### src/rtl/tmds_decoder_pkg.sv
// Shared TMDS/TERC4 constants, FSM state encoding and small decode helpers
// for the HDMI receive-side channel decoder.
package tmds_decoder_pkg;

   // Control-period tokens, named by the {c1,c0} value they carry
   localparam logic [9:0] CTRL_TOK_00 = 10'b1101010100;
   localparam logic [9:0] CTRL_TOK_01 = 10'b0010101011;
   localparam logic [9:0] CTRL_TOK_10 = 10'b0101010100;
   localparam logic [9:0] CTRL_TOK_11 = 10'b1010101011;

   // Guard-band codes: channels 0/2 use GB_VID_CH02 for video guards;
   // GB_ALT is the channel-1 video guard and the channel-1/2 island guard
   localparam logic [9:0] GB_VID_CH02 = 10'b1011001100;
   localparam logic [9:0] GB_ALT      = 10'b0100110011;

   // TERC4 transmit table, entry n is the symbol sent for nibble n
   localparam logic [15:0][9:0] TERC4_TBL = {
      10'b1011000011,  // F
      10'b0101100011,  // E
      10'b1001110001,  // D
      10'b1010001110,  // C
      10'b1011000110,  // B
      10'b0110011100,  // A
      10'b0100111001,  // 9
      10'b1011001100,  // 8
      10'b0100111100,  // 7
      10'b0110001110,  // 6
      10'b0100011110,  // 5
      10'b0101110001,  // 4
      10'b1011100010,  // 3
      10'b1011100100,  // 2
      10'b1001100011,  // 1
      10'b1010011100   // 0
   };

   typedef enum logic [2:0] {
      ST_CTRL     = 3'd0,
      ST_VID_GB   = 3'd1,
      ST_VIDEO    = 3'd2,
      ST_DI_LEAD  = 3'd3,
      ST_ISLAND   = 3'd4,
      ST_DI_TRAIL = 3'd5
   } state_t;

   // Returns {hit, c1, c0}; hit=0 for anything that is not a control token
   function automatic logic [2:0] ctrl_decode(input logic [9:0] sym);
      logic [2:0] res;
      case (sym)
         CTRL_TOK_00: res = 3'b100;
         CTRL_TOK_01: res = 3'b101;
         CTRL_TOK_10: res = 3'b110;
         CTRL_TOK_11: res = 3'b111;
         default:     res = 3'b000;
      endcase
      return res;
   endfunction

   // TMDS video decode: undo optional inversion, then undo XOR/XNOR chain
   function automatic logic [7:0] video_decode(input logic [9:0] sym);
      logic [7:0] d;
      logic [7:0] p;
      d    = sym[9] ? ~sym[7:0] : sym[7:0];
      p[0] = d[0];
      for (int i = 1; i < 8; i++) begin
         p[i] = sym[8] ? (d[i] ^ d[i-1]) : ~(d[i] ^ d[i-1]);
      end
      return p;
   endfunction

endpackage

### src/rtl/tmds_decoder_terc4.sv
// Combinational TERC4 lookup: 10-bit symbol -> {valid, nibble}.
// valid is low for any symbol that is not one of the 16 table entries.
module terc4_decode
   import tmds_decoder_pkg::*;
(
   input  logic [9:0] i_symbol,
   output logic       o_valid,
   output logic [3:0] o_nibble
);

   // Linear search of the 16-entry table; at most one entry can match
   always_comb begin
      o_valid  = 1'b0;
      o_nibble = 4'h0;
      for (int i = 0; i < 16; i++) begin
         if (i_symbol == TERC4_TBL[i]) begin
            o_valid  = 1'b1;
            o_nibble = 4'(i);
         end
      end
   end

endmodule

### src/rtl/tmds_decoder.sv
// HDMI RX TMDS channel decoder. Stage 1 registers the aligned symbol,
// stage 2 classifies it against the current HDMI period and registers the
// decoded outputs. One instance per channel; CHANNEL selects guard rules.
module tmds_decoder
   import tmds_decoder_pkg::*;
#(
   parameter int CHANNEL = 0,
   parameter int ERR_W   = 16
) (
   input  logic             i_clk,
   input  logic             i_reset_n,
   input  logic [9:0]       i_tmds_symbol,
   input  logic             i_island_hint,
   output logic [7:0]       o_pixel_component,
   output logic [3:0]       o_aux_data,
   output logic             o_c0,
   output logic             o_c1,
   output logic             o_vde,
   output logic             o_ade,
   output logic             o_di_gb_det,
   output logic             o_symbol_err,
   output logic [ERR_W-1:0] o_err_count
);

   // Stage-1 symbol and a valid flag so the reset value of the symbol
   // register is never classified as a (bogus) received symbol
   logic [9:0]       r_sym;
   logic             r_s1_vld;

   state_t           r_state;
   state_t           w_state_nxt;
   logic             r_gb_cnt;
   logic             w_gb_cnt_nxt;

   logic             r_vde, r_ade, r_err;
   logic [7:0]       r_pix;
   logic [3:0]       r_aux;
   logic [1:0]       r_c;
   logic [ERR_W-1:0] r_err_cnt;

   logic             w_vde_nxt, w_ade_nxt, w_err_nxt;
   logic [7:0]       w_pix_nxt;
   logic [3:0]       w_aux_nxt;
   logic [1:0]       w_c_nxt;

   // Stage-2 classification of the stage-1 symbol
   logic [2:0]       w_ctrl;
   logic             w_ctrl_hit;
   logic [1:0]       w_ctrl_c;
   logic             w_terc_vld;
   logic [3:0]       w_terc_nib;
   logic [7:0]       w_pix_dec;
   logic             w_vid_gb;
   logic             w_isl_gb;
   logic             w_ctrl_vid_gb;
   logic             w_ctrl_isl_gb;

   assign w_ctrl     = ctrl_decode(r_sym);
   assign w_ctrl_hit = w_ctrl[2];
   assign w_ctrl_c   = w_ctrl[1:0];
   assign w_pix_dec  = video_decode(r_sym);

   terc4_decode u_terc4 (
      .i_symbol (r_sym),
      .o_valid  (w_terc_vld),
      .o_nibble (w_terc_nib)
   );

   // Channel 0 has no dedicated island guard code: its guard is any TERC4
   // nibble 11cc, which also carries hsync/vsync in the low bits
   assign w_vid_gb = (CHANNEL == 1) ? (r_sym == GB_ALT) : (r_sym == GB_VID_CH02);
   assign w_isl_gb = (CHANNEL == 0) ? (w_terc_vld && (w_terc_nib[3:2] == 2'b11))
                                    : (r_sym == GB_ALT);

   // Channel 1 uses one code for both guards; channel 2's guard detection
   // (island_hint) tells which period is starting
   assign w_ctrl_vid_gb = w_vid_gb && !((CHANNEL == 1) && i_island_hint);
   assign w_ctrl_isl_gb = w_isl_gb && ((CHANNEL != 1) || i_island_hint);

   // Stage 1: capture the incoming symbol
   always_ff @(posedge i_clk or negedge i_reset_n) begin
      if (!i_reset_n) begin
         r_sym    <= '0;
         r_s1_vld <= 1'b0;
      end else begin
         r_sym    <= i_tmds_symbol;
         r_s1_vld <= 1'b1;
      end
   end

   // FSM state register and guard-symbol counter
   always_ff @(posedge i_clk or negedge i_reset_n) begin
      if (!i_reset_n) begin
         r_state  <= ST_CTRL;
         r_gb_cnt <= 1'b0;
      end else begin
         r_state  <= w_state_nxt;
         r_gb_cnt <= w_gb_cnt_nxt;
      end
   end

   // Next-state logic; r_gb_cnt=1 means one guard symbol already seen
   always_comb begin
      w_state_nxt  = r_state;
      w_gb_cnt_nxt = r_gb_cnt;
      if (r_s1_vld) begin
         case (r_state)
            ST_CTRL: begin
               if (!w_ctrl_hit && w_ctrl_vid_gb) begin
                  w_state_nxt  = ST_VID_GB;
                  w_gb_cnt_nxt = 1'b1;
               end else if (!w_ctrl_hit && w_ctrl_isl_gb) begin
                  w_state_nxt  = ST_DI_LEAD;
                  w_gb_cnt_nxt = 1'b1;
               end
            end
            ST_VID_GB: begin
               if (w_vid_gb) begin
                  w_state_nxt  = r_gb_cnt ? ST_VIDEO : ST_VID_GB;
                  w_gb_cnt_nxt = ~r_gb_cnt;
               end else begin
                  w_state_nxt  = ST_CTRL;
                  w_gb_cnt_nxt = 1'b0;
               end
            end
            ST_VIDEO: begin
               if (w_ctrl_hit) w_state_nxt = ST_CTRL;
            end
            ST_DI_LEAD: begin
               if (w_isl_gb) begin
                  w_state_nxt  = r_gb_cnt ? ST_ISLAND : ST_DI_LEAD;
                  w_gb_cnt_nxt = ~r_gb_cnt;
               end else begin
                  w_state_nxt  = ST_CTRL;
                  w_gb_cnt_nxt = 1'b0;
               end
            end
            ST_ISLAND: begin
               if (CHANNEL != 0 && w_isl_gb) begin
                  w_state_nxt  = ST_DI_TRAIL;
                  w_gb_cnt_nxt = 1'b1;
               end else if (w_ctrl_hit) begin
                  w_state_nxt  = ST_CTRL;
               end
            end
            ST_DI_TRAIL: begin
               if (w_isl_gb && !r_gb_cnt) begin
                  w_gb_cnt_nxt = 1'b1;
               end else begin
                  w_state_nxt  = ST_CTRL;
                  w_gb_cnt_nxt = 1'b0;
               end
            end
            default: begin
               w_state_nxt  = ST_CTRL;
               w_gb_cnt_nxt = 1'b0;
            end
         endcase
      end
   end

   // Output decode per period; data outputs hold unless refreshed
   always_comb begin
      w_vde_nxt = 1'b0;
      w_ade_nxt = 1'b0;
      w_err_nxt = 1'b0;
      w_pix_nxt = r_pix;
      w_aux_nxt = r_aux;
      w_c_nxt   = r_c;
      if (r_s1_vld) begin
         case (r_state)
            ST_CTRL: begin
               if (w_ctrl_hit) begin
                  w_c_nxt = w_ctrl_c;
               end else if (w_ctrl_vid_gb) begin
                  w_c_nxt = r_c;
               end else if (w_ctrl_isl_gb) begin
                  if (CHANNEL == 0) w_c_nxt = w_terc_nib[1:0];
               end else begin
                  w_err_nxt = 1'b1;
               end
            end
            ST_VID_GB: begin
               if (!w_vid_gb) w_err_nxt = 1'b1;
            end
            ST_VIDEO: begin
               if (w_ctrl_hit) begin
                  w_c_nxt = w_ctrl_c;
               end else begin
                  w_vde_nxt = 1'b1;
                  w_pix_nxt = w_pix_dec;
               end
            end
            ST_DI_LEAD: begin
               if (!w_isl_gb)          w_err_nxt = 1'b1;
               else if (CHANNEL == 0)  w_c_nxt   = w_terc_nib[1:0];
            end
            ST_ISLAND: begin
               if (CHANNEL != 0 && w_isl_gb) begin
                  w_c_nxt = r_c;
               end else if (w_ctrl_hit) begin
                  // Channels 1/2 must see a trailer guard before control
                  w_c_nxt   = w_ctrl_c;
                  w_err_nxt = (CHANNEL != 0);
               end else if (w_terc_vld) begin
                  w_ade_nxt = 1'b1;
                  w_aux_nxt = w_terc_nib;
                  if (CHANNEL == 0) w_c_nxt = w_terc_nib[1:0];
               end else begin
                  w_err_nxt = 1'b1;
               end
            end
            ST_DI_TRAIL: begin
               if (!w_isl_gb) w_err_nxt = 1'b1;
            end
            default: w_err_nxt = 1'b0;
         endcase
      end
   end

   // Stage 2: register decoded outputs and the saturating error count
   always_ff @(posedge i_clk or negedge i_reset_n) begin
      if (!i_reset_n) begin
         r_vde     <= 1'b0;
         r_ade     <= 1'b0;
         r_err     <= 1'b0;
         r_pix     <= '0;
         r_aux     <= '0;
         r_c       <= '0;
         r_err_cnt <= '0;
      end else begin
         r_vde <= w_vde_nxt;
         r_ade <= w_ade_nxt;
         r_err <= w_err_nxt;
         r_pix <= w_pix_nxt;
         r_aux <= w_aux_nxt;
         r_c   <= w_c_nxt;
         if (w_err_nxt && (r_err_cnt != {ERR_W{1'b1}}))
            r_err_cnt <= r_err_cnt + {{(ERR_W-1){1'b0}}, 1'b1};
      end
   end

   assign o_pixel_component = r_pix;
   assign o_aux_data        = r_aux;
   assign o_c0              = r_c[0];
   assign o_c1              = r_c[1];
   assign o_vde             = r_vde;
   assign o_ade             = r_ade;
   assign o_symbol_err      = r_err;
   assign o_err_count       = r_err_cnt;
   assign o_di_gb_det       = (r_sym == GB_ALT);

endmodule

### config.mk
export PLATFORM = sky130hd
export DESIGN_NAME = tmds_decoder
export DESIGN_NICKNAME = d
export VERILOG_FILES = /design/src/rtl/tmds_decoder_pkg.sv /design/src/rtl/tmds_decoder_terc4.sv /design/src/rtl/tmds_decoder.sv
export SDC_FILE = /design/constraint.sdc
export NUM_CORES = 1
export LEC_CHECK = 0
export ABC_AREA = 1
export CAP_MARGIN = 20
export CORE_UTILIZATION = 35
export CTS_CLUSTER_DIAMETER = 40
export CTS_CLUSTER_SIZE = 8
export DETAILED_ROUTE_END_ITERATION = 8
export GPL_TIMING_DRIVEN = 1
export SLEW_MARGIN = 30
export SYNTH_ARGS = -nofsm -noshare
export SYNTH_HDL_FRONTEND = slang
export SYNTH_SLANG_ARGS = --single-unit
### constraint.sdc
create_clock -name i_clk -period 4.63 [get_ports i_clk]
set_clock_uncertainty 0.1 [all_clocks]
set_input_delay 0.463 -clock i_clk [delete_from_list [all_inputs] [get_ports i_clk]]
set_output_delay 0.463 -clock i_clk [all_outputs]
set_load 0.01 [all_outputs]
Word-level counts from Yosys, hierarchy flattened:

Cells that the tools add are included.

* register bits after elaboration: 48
* bits of input ports: 13
* output and inout port bits: 34

* $add $sub $neg: 1
* equality and inequality tests: 34
* muxes and demuxes: 77
* bitwise logic cells: 18
* reduce and logical (&&, ||, !) cells: 16

Operators with widths (number)
* == test 10 bit, second input constant: 11
* == test 10 x 9 -> 1 bit, second input constant: 9
* 2-to-1 mux 1 bit: 43
* 2-to-1 mux 4 bit: 8
* 2-to-1 mux 3 bit: 10
* 2-to-1 mux 2 bit: 10
* adder 16 x 1 -> 16 bit, second input constant: 1
* != test 16 bit, second input constant: 1
* case mux 3 bit (5 select lines): 1
* case mux 3 bit (4 select lines): 1
* == test 10 x 8 -> 1 bit, second input constant: 1
* inverter 1 bit: 10
* != test 3 bit, second input constant: 3
* 2-to-1 mux 8 bit: 1
* inverter 8 bit: 1
* case mux 2 bit (4 select lines): 1
* AND reduction 4 bit: 2
* bitwise XOR 1 bit: 7
* == test 3 x 2 -> 1 bit, second input constant: 2
* == test 3 bit, second input constant: 2
* AND reduction 3 bit: 2
* logical AND 1 bit: 5
* case mux 1 bit (5 select lines): 1
* AND reduction 5 bit: 1
* other kinds (9): 12

Longest topological paths before layout:

Gate-level depths: netlist (run 1).

* word-level depth: 24
* depth in mapped cells: 19
* gate-level depth less buffers: 19

Cells and area by module:

A second synthesis (run 1) with hierarchy kept.

* cells, all modules: 411
* area total of the unflattened synthesis: 3111.7 sq um

Modules (own cells, without submodules)
* tmds_decoder: times used 1, cells each 333, area an instance 2745.1 sq um, sequential area each 1201.2 sq um
* terc4_decode: times used 1, cells each 78, area an instance 366.6 sq um, sequential area each 0.0 sq um

Worst setup path after synthesis (run 1):

Ideal clock, no wire load.

* path type: register to register
* start: register r_sym[0]
* end: register r_aux[1] (netlist: o_aux_data[1])
* library setup time: 125 ps
* arrival: 1934 ps
* data required time: 4405 ps
* setup slack: 2471 ps
* cell stages (with the launch flop): 10
* period minus slack after synthesis: 2159 ps
* cell sequence: dfrtp_1 -> ha_1 -> nand4_1 -> nor2_1 -> nor2_4 -> inv_2 -> nor2_1 -> nand2_1 -> a21oi_2 -> mux2_2

* cells in the longest elaborated chain, start to end: 18
* elaborated cells on any way between the ends: 53
* classes of those cells: eq/ne (20); mux (31); bitwise (1); reduce/logical (1)

RTL lines
* from (decl): RTL line tmds_decoder.sv:27 `logic [9:0] r_sym;`
* from (signal assigned): RTL line tmds_decoder.sv:86 `r_sym <= i_tmds_symbol;`
* == test 10 bit: RTL line tmds_decoder_terc4.sv:16 `if (i_symbol == TERC4_TBL[i]) begin`
* 2-to-1 mux 1 bit (16 in a row): RTL line tmds_decoder_terc4.sv:16
* AND reduction 4 bit (no line)
* to (signal assigned): RTL line tmds_decoder.sv:236 `r_aux <= w_aux_nxt;`
* to (decl): RTL line tmds_decoder.sv:37 `logic [3:0] r_aux;`

Parallel ways exist; a longest one is shown, timed or not.
A chain may end at the register's enable or synchronous reset.

Final worst setup path (run 1):

* start: register r_sym[8]
* end: output port o_di_gb_det

* cells in the longest elaborated chain, start to end: 1

RTL lines
* == test 10 x 9 -> 1 bit: RTL line tmds_decoder.sv:251 `assign o_di_gb_det = (r_sym == GB_ALT);`
* to (decl): RTL line tmds_decoder.sv:20 `output logic o_di_gb_det,`

No other way between the ends.

==> impl_metrics.tcl, run 1 <==
set metrics [dict create \
    hold_viol_final 0 \
    final_nets 462 \
    setup_violations 0 \
    wirelength_um 6700 \
    async_flop_share_pct 100 \
    cts-resized-gates 0 \
    synth_area_um2 3140 \
    rsz0062_at_grt "no" \
    first_pass_iters 4 \
    ys_seq_area_share_pct 38.2 \
    yosys-top-cells-area "dfrtp_1 (38%), nand2_1 (9.4%), ha_1 (6.8%), xor2_1 (5.3%), inv_1 (4.9%)" \
    dpl-instance-area_um2 3680 \
    cts_buffer_depth 2 \
    p_seq_share_pct 42.1 \
    drc 0 \
    max_freq_mhz 380 \
    cts_tree "done" \
    ir_drop_uv 243 \
    worst_pin_slew_ns 0.694 \
    status "finished, final reports clean" \
    nFillCells 873 \
    drtIter0Drc 87 \
    p_int_uw 842 \
    grt_max_degree 49 \
    io_buffers 45 \
    cp-end-kind "output port" \
    cts_setup_buffers 0 \
    power_frac_clock_pct 19.3 \
    clock_latency_ns 0.32 \
    maxSlewViolCount 0 \
    num_vias 2626 \
    grt_antenna_before_repair 0 \
    start_util_pct 36.1 \
    avgSynthCellArea_um2 8.17 \
    holdBufCountCts 0 \
    fin_crit_sh_pct 56.8 \
    wl_per_cell_um 12.4 \
    n_antenna_cell 0 \
    period_needed_ns 2.63 \
    start_kind "flip-flop" \
    ys_ff_latch 48 \
    finalSetupTns_ns 0 \
    ys_warn_count 0 \
    synth_ff_type "dfrtp_1" \
    dp_hpwl_um 4960 \
    grt_pass1_wl_um 11800 \
    overflow 0 \
    h-tree-depth 2 \
    design_area_um2 3770 \
    layout-drive-gt1-share_pct 12.5 \
    switching_share_pct 38.2 \
    crit_arrival_ns 2.07 \
    drv_cap 0 \
    io_pins 47 \
    p_comb_share_pct 38.5 \
    ant_nets 0 \
    p_sw_uw 521 \
    relSlewSlack_pct 53.6 \
    vias_per_cell 4.85 \
    cp.required_ns 4.07 \
    cts_made_buffers 5 \
    grt_use_total_pct 15.1 \
    p_leak_uw 0.00176 \
    grt_pass1_vias 2533 \
    synth_top_cell_by_area "dfrtp_1" \
    synth_edf_count 0 \
    power_density_nw_per_um2 361 \
    min_path_type "input port to async pin" \
    fp-row-count 34 \
    mostFrequentLayoutCells "nand2_1 (79), dfrtp_1 (48), clkdlybuf4s50_1 (44), inv_1 (41), nor2_1 (37)" \
    critPathKind "flip-flop to output port" \
    clkTransAtPathRegs_ns 0.10 \
    syn_nets 415 \
    area.growth.synth_to_final_pct 20.0 \
    cts_root_buf "clkbuf_8" \
    path_max_fanout 8 \
    gp_congestion 0.933 \
    yosys.area.top_type_share_pct 38.2 \
    dieArea_um2 9370 \
    netlist_instances 385 \
    layout_commonest_cell "nand2_1" \
    core_um2 8720 \
    clock-sinks 48 \
    ys_types 41 \
    die_h_um 96.8 \
    die_w_um 96.8 \
]
==> metal layers <==
metal | track usage [%] | up-vias | wire length, um
met5 | 0 | - | 0
met4 | 3.56 | 0 | 54
met3 | 2.96 | 4 | 269
met2 | 23.8 | 66 | 3000
met1 | 21.2 | 1226 | 3370
li1 | - | 1330 | -
==> cell usage after synthesis, types with 2 or more instances <==
cell,n
a21oi_1,14
a31oi_1,4
buf_6,2
dfrtp_1,48
ha_1,17
inv_1,41
inv_2,3
inv_4,2
mux2_2,2
nand2_1,79
nand2_2,16
nand2_4,4
nand3_1,26
nand3_2,4
nand3_4,2
nand4_1,5
nor2_1,37
nor2_2,2
nor2_4,5
nor3_1,12
nor3b_1,3
nor4_1,2
o21ai_0,15
xnor2_1,5
xor2_1,19
==> worst max-delay path, stage by stage, from the launching register on <==
cell             delay (ns)
dfrtp_1                0.65
inv_6                  0.08
nor2_4                 0.19
nand3_2                0.13
nor2_1                 0.14
clkdlybuf4s50_1        0.55
==> power by group through the flow <==
stage | registers, uW | clock network (uW) | logic, uW
2_1_floorplan | 596 | 0 | 314
3_3_place_gp | 582 | 0 | 516
3_5_place_dp | 581 | 0 | 526
4_1_cts | 575 | 275 | 530
5_1_grt | 589 | 292 | 587
6_report | 574 | 264 | 525
==> sequential cells by signal, indices dropped and copies added, names as in the netlist <==
| signal | flops |
|---|---|
| o_aux_data | 4 |
| r_c | 2 |
| r_state | 3 |
| o_ade | 1 |
| o_err_count | 16 |
| r_gb_cnt | 1 |
| o_vde | 1 |
| o_symbol_err | 1 |
| r_s1_vld | 1 |
| r_sym | 10 |
| o_pixel_component | 8 |
==> metrics by stage <==
step	util, %	power (uW)	hold WS, ns	cells	setup slack (ns)
global route	43.3	1470	0.102	541	1.82
global placement	42.1	1100	0.390	533	2.01
floorplan	-	910	0.0674	385	2.47
finish	43.3	1360	0.0498	541	2.00
CTS	43.3	1380	0.0892	541	1.96
detailed placement	42.2	1110	0.407	533	2.07
==> area by class of cell <==
cell class | count | area (um^2) | share of cell area (%)
Clock buffer | 5 | 68.8 | 1.82
Tap cell | 108 | 135 | 3.58
Inverter | 47 | 186 | 4.94
Clock inverter | 3 | 21.3 | 0.564
Multi-Input combinational cell | 285 | 1710 | 45.4
Sequential cell | 48 | 1200 | 31.8
Timing Repair Buffer | 45 | 448 | 11.9
==> final timing paths <==
path	from	endpoint	slack, ns	cells after the start
max	r_sym[8]	o_di_gb_det	2.00	5
min	i_reset_n	o_aux_data[3]	0.05	1
max reg2reg	r_sym[2]	o_err_count[2]	2.10	14
min reg2reg	o_aux_data[1]	o_aux_data[1]	0.43	1
max in group asynchronous	i_reset_n	o_pixel_component[1]	3.94	1
min in group i_clk	o_aux_data[1]	o_aux_data[1]	0.43	1
==> cell families after synthesis <==
logic type / after synthesis / share of synthesized area [%]
compound gates: 40 / 7.36
other cells: 1 / 0.119
xor+xnor: 24 / 6.69
mux: 2 / 0.716
flops: 48 / 38.2
buf+inv: 52 / 7.56
simple gates: 201 / 32.6
fa+ha+maj: 17 / 6.76
(Power assumes the default switching activity.)
==> run 2: changes to the inputs <==
- clock period: 4.63 -> 2.4 ns (I/O delays scaled with it)
==> run 2 against run 1 <==
- setup slack lost 1.9 ns
- routed wire length rose by 7.3%
- combinational power up 120%
- hold slack gained 0.21 ns
- clock-buffer cell count is 2 higher
- critical path depth rose by 9
- register-to-register slack worse by 2.0 ns
==> impl_metrics.tcl, run 2 (synthesis gave the netlist of run 1 again) <==
set metrics [dict create \
    maxSlewViolCount 0 \
    mostFrequentLayoutCells "nand2_1 (77), dfrtp_1 (46), clkdlybuf4s50_1 (44), inv_1 (39), nor2_1 (32)" \
    fp-row-count 34 \
    overflow 0 \
    largest_reg_flops 16 \
    p_seq_share_pct 39.3 \
    fin_crit_sh_pct 94.5 \
    h-tree-depth 2 \
    worst_pin_slew_ns 0.595 \
    vias_per_cell 4.73 \
    drtIter0Drc 78 \
    p_sw_uw 1030 \
    grt_antenna_before_repair 0 \
    grt_max_degree 27 \
    core_um2 8720 \
    cts_buffer_depth 2 \
    ant_nets 0 \
    cpMostUsedCell "buf_4" \
    setup_violations 0 \
    critPathKind "flip-flop to flip-flop" \
    die_w_um 96.8 \
    switching_share_pct 37.1 \
    power_frac_clock_pct 18.8 \
    clock-sinks 48 \
    area.growth.synth_to_final_pct 30.2 \
    crit_arrival_ns 2.37 \
    dp_cells 556 \
    start_util_pct 36.1 \
    crit_path_top_delay_cell "dfrtp_1" \
    wl_per_cell_um 12.5 \
    post-route-util_pct 47.0 \
    clock_latency_ns 0.31 \
    period_needed_ns 2.27 \
    hold_viol_final 0 \
    num_vias 2710 \
    start_kind "flip-flop" \
    cts_tree "done" \
    power_density_nw_per_um2 675 \
    cts_made_buffers 5 \
    design_area_um2 4100 \
    grt_pass1_wl_um 12600 \
    cts_root_buf "clkbuf_8" \
    grt_use_total_pct 16.2 \
    dieArea_um2 9370 \
    cp.required_ns 2.50 \
    gp_congestion 0.843 \
    die_h_um 96.8 \
    min_path_type "input port to flip-flop" \
    io_pins 47 \
    drv_cap 0 \
    crit_chain "ha_1 -> nand4_1 -> nor2_2 -> nor2_4 -> inv_2 -> nor2_1 -> buf_4 -> nand3_4 -> o2111ai_2 -> nand2_2 -> clkinv_4 -> buf_4 -> nand3_1 -> nand2_1" \
    drc 0 \
    dpl-instance-area_um2 3870 \
    finalSetupTns_ns 0 \
    relSlewSlack_pct 60.3 \
    n_antenna_cell 0 \
    max_freq_mhz 441 \
    path_max_fanout 6 \
    first_pass_iters 4 \
    clkTransAtPathRegs_ns 0.10 \
    final_nets 494 \
    layout-drive-gt1-share_pct 21.7 \
    stdcell_count 573 \
    p_total_uw 2770 \
    grt_pass1_vias 2748 \
    io_buffers 45 \
    p_leak_uw 0.00192 \
    p_comb_share_pct 41.9 \
    ir_drop_uv 425 \
    nFillCells 867 \
    cp-end-kind "flip-flop" \
    cp_slowest_stage_delay_ns 0.44 \
    layout_commonest_cell "nand2_1" \
    p_int_uw 1740 \
    wirelength_um 7190 \
    dp_hpwl_um 5430 \
    status "finished, final reports clean" \
]
[run 2: timing repair]
action	CTS	global route
hold endpoints to repair	22	0
gates cloned	0	0
hold buffers	1	0
buffers inserted	0	8
setup endpoints to repair	1	21
pin swaps	0	4
resized for setup	1	22
[run 2: metrics by stage]
step	hold WS, ns	setup slack [ns]
after floorplan	-0.156	0.241
after global placement	0.177	0.0501
after detailed placement	0.192	-0.00677
after CTS	0.250	0.0384
after global routing	0.249	-0.0316
final	0.259	0.132
[run 2: routing by layer]
| metal | vias to the layer above | part of all wire [%] | global-route usage [%] |
|---|---|---|---|
| li1 | 1393 | - | - |
| met1 | 1259 | 50 | 23.0 |
| met2 | 51 | 45 | 25.7 |
| met3 | 7 | 3.5 | 2.60 |
| met4 | 0 | 1.4 | 4.59 |
| met5 | - | 0 | 0 |
[run 2: final timing paths]
| kind | startpoint | to | slack (ns) | cells after the start |
|---|---|---|---|---|
| max | r_sym[0] | o_err_count[4] | 0.13 | 14 |
| min | i_tmds_symbol[0] | r_sym[0] | 0.26 | 1 |
| max reg2reg | r_sym[0] | o_err_count[4] | 0.13 | 14 |
| min reg2reg | o_aux_data[1] | o_aux_data[1] | 0.43 | 1 |
| max in group asynchronous | i_reset_n | r_sym[8] | 1.27 | 3 |
| min in group asynchronous | i_reset_n | o_aux_data[2] | 0.36 | 2 |
[run 2: power groups by stage]
stage | Sequential (uW) | Clock [uW] | Combinational (uW)
final | 1090 | 519 | 1160
after global routing | 1110 | 583 | 1290
after CTS | 1090 | 546 | 1140
after detailed placement | 1100 | 0 | 1130
after global placement | 1100 | 0 | 1100
after floorplan | 1150 | 0 | 606
[run 2: area by class of cell]
class                      count  area (um^2)  share of cell area, %
clock buffer                   7         86.3                   2.11
inverter                      47          189                   4.61
timing repair buffer          77          713                   17.4
tap                          108          135                   3.30
clock inverter                 1         7.51                  0.183
sequential                    48         1200                   29.4
multi-input combinational    285         1760                   43.0
[run 2: critical path, delay by kind of cell (launching register included)]
family | cells | cell delay [ns]
AND/OR/NAND/NOR | 8 | 0.75
buffers and inverters | 4 | 0.46
adder cells (fa/ha/maj) | 1 | 0.29
AO/OA/AOI/OAI | 1 | 0.10
flip-flops | 1 | 0.44
==> run 3: changes to the inputs <==
--- a/constraint.sdc
+++ b/constraint.sdc
@@ -3,3 +3,3 @@
 set_input_delay 0.24 -clock i_clk [delete_from_list [all_inputs] [get_ports i_clk]]
 set_output_delay 0.24 -clock i_clk [all_outputs]
-set_load 0.01 [all_outputs]
+set_load 0.005 [all_outputs]
==> results of run 3 <==
Same layout as run 2 (identical final DEF). Status: finished, final reports clean.
Main changes from that run: total power 2770 uW -> 2720 uW; worst IR drop on VDD 425 uV -> 424 uV
